[src/rtl/wpreload_pkg.sv]
// Shared types and constants for the weight-buffer preload DMA.
package wpreload_pkg;

   localparam int unsigned MAX_BURST_DEF = 16;
   localparam int unsigned BLEN_W        = 9;
   localparam int unsigned COUNT_W       = 17;
   localparam int unsigned DATA_W        = 128;

   typedef enum logic [2:0] {
      S_IDLE  = 3'd0,
      S_CMD   = 3'd1,
      S_DATA  = 3'd2,
      S_DONE  = 3'd3,
      S_REARM = 3'd4
   } state_t;

endpackage

[src/rtl/weight_preload_dma.sv]
// Fills the weight buffer from external memory in bounded read bursts.
// Optional XOR checksum of written words: define WPRELOAD_CHECKSUM_EN.
module weight_preload_dma
   import wpreload_pkg::*;
#(
   parameter int unsigned ADDR_W     = 16,
   parameter int unsigned BUF_ADDR_W = 13,
   parameter int unsigned MAX_BURST  = MAX_BURST_DEF
) (
   input  logic                  clk,
   input  logic                  rst_n,
   input  logic                  preload_req,
   input  logic [ADDR_W-1:0]     preload_base,
   input  logic [COUNT_W-1:0]    preload_count,
   output logic                  preload_done,
   output logic                  preload_err,
   output logic                  mem_cmd_valid,
   input  logic                  mem_cmd_ready,
   output logic [ADDR_W-1:0]     mem_cmd_addr,
   output logic [BLEN_W-1:0]     mem_cmd_len,
   input  logic                  mem_rd_valid,
   output logic                  mem_rd_ready,
   input  logic [DATA_W-1:0]     mem_rd_data,
   input  logic                  mem_rd_last,
   output logic                  buf_we,
   output logic [BUF_ADDR_W-1:0] buf_waddr,
   output logic [DATA_W-1:0]     buf_wdata,
   output logic [DATA_W-1:0]     preload_csum
);

   localparam int unsigned BUF_DEPTH = 2 ** BUF_ADDR_W;

   state_t                state;
   logic [ADDR_W-1:0]     cur_addr;
   logic [COUNT_W-1:0]    remaining;
   logic [BUF_ADDR_W-1:0] wptr;
   logic [BLEN_W-1:0]     blen;
   logic [BLEN_W-1:0]     beat;
   logic                  clamped;
   logic                  mismatch;

   logic                  over_c;
   logic [COUNT_W-1:0]    eff_c;
   logic                  beat_c;
   logic                  end_cnt_c;
   logic                  mis_c;
   logic [COUNT_W-1:0]    rem_dec_c;
   logic [COUNT_W-1:0]    rem_next_c;
   logic [BLEN_W-1:0]     len_c;
   logic [ADDR_W-1:0]     next_addr_c;

   // Clamp, burst-end detection and the next command's address/length
   always_comb begin
      over_c      = ({1'b0, preload_count} > (COUNT_W+1)'(BUF_DEPTH));
      eff_c       = over_c ? COUNT_W'(BUF_DEPTH) : preload_count;
      beat_c      = mem_rd_valid & mem_rd_ready;
      end_cnt_c   = (beat == (blen - BLEN_W'(1)));
      mis_c       = end_cnt_c ^ mem_rd_last;
      rem_dec_c   = remaining - COUNT_W'(1);
      rem_next_c  = (state == S_IDLE) ? eff_c : rem_dec_c;
      len_c       = (rem_next_c > COUNT_W'(MAX_BURST)) ? BLEN_W'(MAX_BURST)
                                                       : BLEN_W'(rem_next_c);
      next_addr_c = (state == S_IDLE) ? preload_base : (cur_addr + ADDR_W'(blen));
   end

   // Transfer FSM; every output is registered here
   always_ff @(posedge clk or negedge rst_n) begin
      if (!rst_n) begin
         state         <= S_IDLE;
         cur_addr      <= '0;
         remaining     <= '0;
         wptr          <= '0;
         blen          <= '0;
         beat          <= '0;
         clamped       <= 1'b0;
         mismatch      <= 1'b0;
         preload_done  <= 1'b0;
         preload_err   <= 1'b0;
         mem_cmd_valid <= 1'b0;
         mem_cmd_addr  <= '0;
         mem_cmd_len   <= '0;
         mem_rd_ready  <= 1'b0;
         buf_we        <= 1'b0;
         buf_waddr     <= '0;
         buf_wdata     <= '0;
      end else begin
         buf_we       <= 1'b0;
         preload_done <= 1'b0;
         preload_err  <= 1'b0;
         case (state)
            S_IDLE: begin
               if (preload_req) begin
                  cur_addr  <= preload_base;
                  remaining <= eff_c;
                  clamped   <= over_c;
                  mismatch  <= 1'b0;
                  wptr      <= '0;
                  if (eff_c == '0) begin
                     state <= S_DONE;
                  end else begin
                     state         <= S_CMD;
                     mem_cmd_valid <= 1'b1;
                     mem_cmd_addr  <= next_addr_c;
                     mem_cmd_len   <= len_c;
                  end
               end
            end
            S_CMD: begin
               if (mem_cmd_ready) begin
                  mem_cmd_valid <= 1'b0;
                  blen          <= mem_cmd_len;
                  beat          <= '0;
                  mem_rd_ready  <= 1'b1;
                  state         <= S_DATA;
               end
            end
            S_DATA: begin
               if (beat_c) begin
                  buf_we    <= 1'b1;
                  buf_waddr <= wptr;
                  buf_wdata <= mem_rd_data;
                  wptr      <= wptr + BUF_ADDR_W'(1);
                  beat      <= beat + BLEN_W'(1);
                  remaining <= rem_dec_c;
                  // Counted end and memory's last flag must agree, else abort
                  if (mis_c) begin
                     mismatch     <= 1'b1;
                     mem_rd_ready <= 1'b0;
                     state        <= S_DONE;
                  end else if (end_cnt_c) begin
                     cur_addr     <= next_addr_c;
                     mem_rd_ready <= 1'b0;
                     if (rem_dec_c != '0) begin
                        state         <= S_CMD;
                        mem_cmd_valid <= 1'b1;
                        mem_cmd_addr  <= next_addr_c;
                        mem_cmd_len   <= len_c;
                     end else begin
                        state <= S_DONE;
                     end
                  end
               end
            end
            S_DONE: begin
               preload_done <= 1'b1;
               preload_err  <= clamped | mismatch;
               state        <= S_REARM;
            end
            S_REARM: begin
               // A level-held request must drop before another accept
               if (!preload_req) begin
                  state <= S_IDLE;
               end
            end
            default: begin
               state <= S_IDLE;
            end
         endcase
      end
   end

`ifdef WPRELOAD_CHECKSUM_EN
   logic [DATA_W-1:0] csum_acc;

   // Fold each written word; publish alongside preload_done
   always_ff @(posedge clk or negedge rst_n) begin
      if (!rst_n) begin
         csum_acc     <= '0;
         preload_csum <= '0;
      end else begin
         if ((state == S_IDLE) && preload_req) begin
            csum_acc <= '0;
         end else if ((state == S_DATA) && beat_c) begin
            csum_acc <= csum_acc ^ mem_rd_data;
         end
         if (state == S_DONE) begin
            preload_csum <= csum_acc;
         end
      end
   end
`else
   assign preload_csum = '0;
`endif

endmodule

[config.mk]
export PLATFORM = sky130hd
export DESIGN_NAME = weight_preload_dma
export DESIGN_NICKNAME = d
export VERILOG_FILES = /design/src/rtl/wpreload_pkg.sv /design/src/rtl/weight_preload_dma.sv
export SDC_FILE = /design/constraint.sdc
export NUM_CORES = 1
export LEC_CHECK = 0
export CAP_MARGIN = 20
export CORE_AREA = 2 2 179 181
export DETAILED_ROUTE_END_ITERATION = 8
export DIE_AREA = 0 0 181 183
export PLACE_DENSITY_LB_ADDON = 0.08
export SLEW_MARGIN = 20
export SYNTH_ARGS = -nofsm -noshare
export SYNTH_HDL_FRONTEND = slang
export SYNTH_SLANG_ARGS = --single-unit
[constraint.sdc]
create_clock -name clk -period 4.73 [get_ports clk]
set_clock_uncertainty 0.2 [all_clocks]
set_input_delay 0.946 -clock clk [delete_from_list [all_inputs] [get_ports clk]]
set_output_delay 0.946 -clock clk [all_outputs]
set_load 0.01 [all_outputs]
==> reports/summary.txt, run 1 <==
Outcome: complete, no violations
Worst Setup Path Type: reg2reg
Total number of vias: 10100
Most frequently used flop master after synthesis: dfrtp_1
Library cell occupying the most area in the post-synthesis netlist: dfrtp_1
Number of design rule violations left after detail routing: 0
Number of enable flip-flop cells after synthesis: 0
Number of antenna violations at the first check in global routing: 2
Transition time at the pin with the least slew margin: 0.813 ns
Router iterations before antenna repair: 4
Most frequent cells in the layout: nand2_1, clkdlybuf4s50_1, dfrtp_1
Clock transition at the registers of the reported paths: 0.06 ns
Final ANT Viol Nets: 0
Final number of hold-violating endpoints: 0
Area overhead of the layout relative to synthesis: 34.3%
Routed Wire Length: 35600 um
Total number of placement rows: 65
GRT Overall Usage: 21.1%
Kind of path behind the tightest hold check: in2async
RSZ-0062 raised after global routing: no
Critical path peak fanout: 26
DRC marker count from the first detailed-route iteration: 685
Clock sinks: 240
Synth cell types: 73
Number of H-tree branching levels: 1
Pin count of the biggest net entering global routing: 76
Io pins: 466
Combined area of the multi-input logic cells: 5450 sq um
Global-route wire length before repair: 56000 um
Dominant cells by area after synthesis: dfrtp_1, nand2_1, buf_4
Final-report max-slew violation count: 0
Final-report setup violation count: 0
RD Place Congestion: 0.831
Fraction of post-synthesis cell area in the top cell type by area: 49.0%
Stage delay of the slowest cell on the critical path: 0.57 ns
Portion of the post-synthesis area used by sequential elements: 49.0%
Die outline height: 183 um
TritonCTS buffer count: 28
Largest voltage drop on the vdd net: 0.296 mV
Number of hold buffers added after cts: 0
I/O Buffers: 337
Post-route setup TNS: 0 ns
Startpoint type of the worst setup path: flop
Post-route minimum period: 3.97 ns
Final setup slack of the worst path: 0.755 ns
CTS tree: yes
Number of violations of the max-capacitance limit: 0
Cell chosen for the clock root: clkbuf_16
Routed wire per std cell: 16.7 um
Vias per Instance: 4.76
Netlist Area Pre-Place: 12300 sq um
Pwr Total: 0.00997 W
Post_cts resized: 0
Cell area power density: 606 nW/um^2
Warnings from Yosys: 0
Number of gates on the worst path with buffers counted: 11
Fraction of final layout cells with drive strength greater than 1: 6.55%
Slowest cell on the critical path: nor3_1
Leading cell type in the layout, fill and taps excluded: nand2_1
Crit share post-route: 84.0%
Die Wd: 181 um
Leakage power summed over all cells: 7.86 nW
Data required, critical path: 4.96 ns
Maximum root-to-sink buffer count: 3
Maximum achievable frequency: 0.252 GHz
Critical Path Sink Type: flop
Worst path cell trace: nor3_1 -> nand2_1 -> or4_1 -> a22oi_1 -> nand2_1 -> ha_1 -> a211oi_1 -> a21oi_2 -> a221oi_4 -> buf_4 -> mux2_2
Relative slew margins: 45.8%
Buffer and inverter count on the worst path: 1
Antenna Cells: 0
Post-CTS setup-driven buffer insertion count: 0
Cells after Synth: 1390
Flop and latch count out of synthesis: 240
Initial cell density of the core: 39.3%
Net count reported at finish: 1889
Core region area: 31200 sq um
Cells on worst reg2reg path: 11
Count of fill cells added during filler insertion: 2937
Dominant delay contributor by cell family on the critical path: simple AND/OR/NAND/NOR gates
Area occupied by registers: 6010 sq um
Via count of the first global-routing pass: 9896
Cell mode on critical path: nand2_1
Proportion of synthesized flip-flops having asynchronous set or reset: 100%
Global route overflow: 0
Critical Path AT: 4.21 ns
Place WS: 0.550 ns
Area enclosed by the die boundary: 33100 sq um
Avg Inst Size Synth: 8.82 sq um
HPWL after detailed placement: 25600 um
Worst skew pair latency: 0.55 ns
## final cells by class
cell class | count | share of cell area (%)
Timing Repair Buffer | 354 | 21.4
Clock inverter | 12 | 0.737
Tap cell | 402 | 3.05
Clock buffer | 38 | 4.73
Multi-Input combinational cell | 1061 | 33.1
Sequential cell | 240 | 36.5
Inverter | 21 | 0.494
## logic make-up after synthesis
group | share of synthesized area (%)
other cells | 0.0306
flops | 49.0
simple gates | 23.3
xor+xnor | 2.71
fa+ha+maj | 1.78
mux | 3.25
compound gates | 9.21
buf+inv | 10.8
## sequential cells by signal, summed over array words and instances, names as in the netlist
register	cells
buf_waddr	13
buf_we	1
mem_cmd_addr	16
remaining	17
wptr	13
blen	9
preload_done	1
mismatch	1
cur_addr	16
mem_rd_ready	1
mem_cmd_valid	1
state	3
mem_cmd_len	9
clamped	1
beat	9
preload_err	1
buf_wdata	128
## metrics by stage
stage	cells	util [%]	instance area (sq um)	hold WS, ns
floorplan	1517	-	12700	0.248
global route	2128	52.7	16500	0.201
global placement	2078	49.8	15600	0.257
finish	2128	52.7	16500	0.161
detailed placement	2078	49.8	15600	0.261
CTS	2128	52.7	16500	0.184
## cell usage after synthesis (4+ instances only)
cell,n
clkbuf_1,60
buf_2,4
mux2_2,14
nor4_1,7
o41ai_1,5
nor2b_1,8
xor2_1,22
or3_1,13
o31ai_1,5
inv_1,20
dfrtp_1,240
or4_1,6
nand3_1,14
mux2_4,14
ha_1,15
or2_2,5
a21oi_1,26
nand2_1,496
a31oi_1,5
nor3_1,14
nor2_1,69
nand2b_1,9
xnor2_1,16
a22oi_1,8
a211oi_1,5
buf_4,128
and3_1,9
nand4_1,10
o21ai_0,66
a221o_1,9
o21a_1,5
## worst reg2reg max path: stages, from the launching register on
cell and delay [ns]:
dfrtp_1 0.44, nor3_1 0.57, nand2_1 0.14, or4_1 0.52
a22oi_1 0.21, nand2_1 0.08, ha_1 0.32, a211oi_1 0.25
a21oi_2 0.13, a221oi_4 0.19, buf_4 0.42, mux2_2 0.42
## worst paths after layout
kind / to / slack [ns] / from
setup / recovery: mem_cmd_addr[14] / 0.76 / blen[2]
hold / removal: buf_wdata[29] / 0.16 / rst_n
setup reg to reg: mem_cmd_addr[14] / 0.76 / blen[2]
hold reg to reg: buf_waddr[7] / 0.27 / buf_waddr[7]
max in group asynchronous: blen[7] / 3.31 / rst_n
min in group clk: buf_waddr[7] / 0.27 / buf_waddr[7]
## power by group
group / internal (W) / total, W / leakage (nW) / switching [W]
registers: 0.00281 / 0.00339 / 3.08 / 0.000580
logic: 0.00218 / 0.00446 / 4.33 / 0.00228
clock network: 0.00126 / 0.00213 / 0.451 / 0.000870
total: 0.00624 / 0.00997 / 7.86 / 0.00373
## metal layers
| layer | routed length [um] | GRT usage, % |
|---|---|---|
| met1 | 15100 | 27.9 |
| met3 | 2710 | 6.02 |
| met4 | 359 | 3.58 |
| met5 | 13 | 0 |
| met2 | 17400 | 35.0 |
No activity file was read; power rests on OpenSTA's default activity.
==> run 2: changes to the inputs <==
Clock period 4.73 ns to 4.1 ns, I/O delays scaled along.
==> reports/summary.txt, run 2 (synthesis results as in run 1) <==
Relative slew margins: 32.9%
Largest voltage drop on the vdd net: 0.455 mV
Number of H-tree branching levels: 1
I/O Buffers: 337
Part of the power in the clock network: 24.4%
Biggest registers after layout: buf_wdata (128), remaining (17)
Die Wd: 181 um
Post-CTS setup-driven buffer insertion count: 0
Leakage power summed over all cells: 7.99 nW
Io pins: 466
Kind of path behind the tightest hold check: in2async
Place WS: 0.281 ns
Total number of vias: 10200
Cells on worst reg2reg path: 11
Final-report max-slew violation count: 0
Number of hold buffers added after cts: 0
Start point of the critical path: blen[2]
HPWL after detailed placement: 25500 um
Worst path cell trace: nor3_1 -> nand2_1 -> or4_1 -> a22oi_1 -> nand2_1 -> ha_1 -> a211oi_1 -> a21oi_2 -> a221oi_4 -> buf_12 -> mux2_2
Crit path to: mem_cmd_addr[12]
Startpoint type of the worst setup path: flop
Sw Pwr: 0.00439 W
FF-to-FF End: mem_cmd_addr[12]
CTS tree: yes
Cell area power density: 721 nW/um^2
Startpoint of the worst register-to-register path: blen[2]
Final number of hold-violating endpoints: 0
Leading cell type in the layout, fill and taps excluded: nand2_1
Stage delay of the slowest cell on the critical path: 0.51 ns
Cell chosen for the clock root: clkbuf_16
RSZ-0062 raised after global routing: no
Net count reported at finish: 1896
Pin count of the biggest net entering global routing: 161
Transition time at the pin with the least slew margin: 1.01 ns
Worst Setup Path Type: reg2reg
Post-route setup TNS: 0 ns
Sequential fraction of design power: 32.2%
Most flops, register: buf_wdata
Maximum achievable frequency: 0.261 GHz
Routed Wire Length: 36000 um
Initial cell density of the core: 39.3%
Critical Path Sink Type: flop
Dominant delay contributor by cell family on the critical path: simple AND/OR/NAND/NOR gates
Crit share post-route: 93.6%
Post_cts resized: 0
Core region area: 31200 sq um
Vias per Instance: 4.79
Area overhead of the layout relative to synthesis: 36.5%
Switching Fraction: 36.4%
Data required, critical path: 4.33 ns
Clock sinks: 240
Internal power of the cells: 0.00768 W
Post-route minimum period: 3.84 ns
Routed wire per std cell: 16.8 um
Buffer and inverter count on the worst path: 1
Final setup slack of the worst path: 0.264 ns
Most frequent cells in the layout: nand2_1, clkdlybuf4s50_1, dfrtp_1
Final ANT Viol Nets: 0
Number of flip-flops in the largest register: 128
Maximum root-to-sink buffer count: 3
Register-to-register path setup slack: 0.26 ns
Global-route wire length before repair: 55400 um
Total number of placement rows: 65
Critical Path AT: 4.07 ns
Number of antenna violations at the first check in global routing: 2
Fraction of final layout cells with drive strength greater than 1: 7.32%
Cell mode on critical path: nand2_1
Number of gates on the worst path with buffers counted: 11
DRC marker count from the first detailed-route iteration: 555
Number of violations of the max-capacitance limit: 0
GRT Overall Usage: 21.0%
RD Place Congestion: 0.830
Router iterations before antenna repair: 4
Area enclosed by the die boundary: 33100 sq um
Global route overflow: 0
Die outline height: 183 um
Outcome: complete, no violations
Via count of the first global-routing pass: 9786
Number of design rule violations left after detail routing: 0
Worst skew pair latency: 0.55 ns
Clock transition at the registers of the reported paths: 0.06 ns
Final-report setup violation count: 0
Slowest cell on the critical path: or4_1
TritonCTS buffer count: 29
Portion of total power attributed to combinational logic: 43.4%
Critical path peak fanout: 23
## run 2: cell count changes in the layout (fill, tap and decap cells not counted), moves of 2 or more
| cell | change |
|---|---|
| bufinv_16 | +5 |
| clkbuf_8 | +5 |
| clkinv_2 | -3 |
| clkbuf_1 | -6 |
| buf_4 | +4 |
| buf_12 | +2 |
## run 2: area by class of cell
| class | count | area (sq um) |
|---|---|---|
| sequential | 240 | 6010 |
| multi-input combinational | 1061 | 5450 |
| clock inverter | 14 | 249 |
| timing repair buffer | 360 | 3600 |
| tap | 402 | 503 |
| fill | 2899 | 14500 |
| antenna | 1 | 2.50 |
| inverter | 21 | 81.3 |
| clock buffer | 38 | 850 |
## run 2: per-layer routing
layer / vias up / part of all wire, % / track usage (%)
li1: 4970 / - / -
met4: 2 / 2.2 / 5.04
met3: 57 / 7.6 / 6.33
met1: 4898 / 43 / 27.3
met2: 316 / 48 / 34.5
met5: - / 0.031 / 0
## run 2: worst reg2reg max path, cell delays in order (launching register included)
cell and delay [ns]:
dfrtp_1 0.44, nor3_1 0.50, nand2_1 0.14, or4_1 0.51, a22oi_1 0.20, nand2_1 0.08, ha_1 0.31, a211oi_1 0.23
a21oi_2 0.12, a221oi_4 0.35, buf_12 0.25, mux2_2 0.38
## run 2: worst min-delay path by stage
stage,startpoint,to,slack (ns)
3_5_place_dp,buf_wdata[91],buf_wdata[91],0.26
5_1_grt,rst_n,buf_wdata[29],0.20
2_1_floorplan,wptr[12],buf_waddr[12],0.25
4_1_cts,rst_n,buf_wdata[29],0.17
6_report,rst_n,buf_wdata[29],0.15
3_3_place_gp,buf_wdata[28],buf_wdata[28],0.26
## run 2: power groups by stage
stage | Sequential, W | Clock (W) | Combinational (W)
floorplan | 0.00407 | 0 | 0.00273
global placement | 0.00388 | 0 | 0.00525
detailed placement | 0.00389 | 0 | 0.00529
CTS | 0.00389 | 0.00301 | 0.00529
global route | 0.00401 | 0.00308 | 0.00579
finish | 0.00388 | 0.00294 | 0.00524
## run 2: through the flow
stage / cells / power, W / utilization [%] / hold slack, ns / area (sq um)
CTS: 2136 / 0.0122 / 53.6 / 0.170 / 16700
global route: 2137 / 0.0129 / 53.6 / 0.203 / 16700
finish: 2137 / 0.0121 / 53.6 / 0.145 / 16700
detailed placement: 2084 / 0.00918 / 50.1 / 0.261 / 15600
global placement: 2084 / 0.00913 / 50.1 / 0.257 / 15600
floorplan: 1517 / 0.00680 / - / 0.248 / 12700
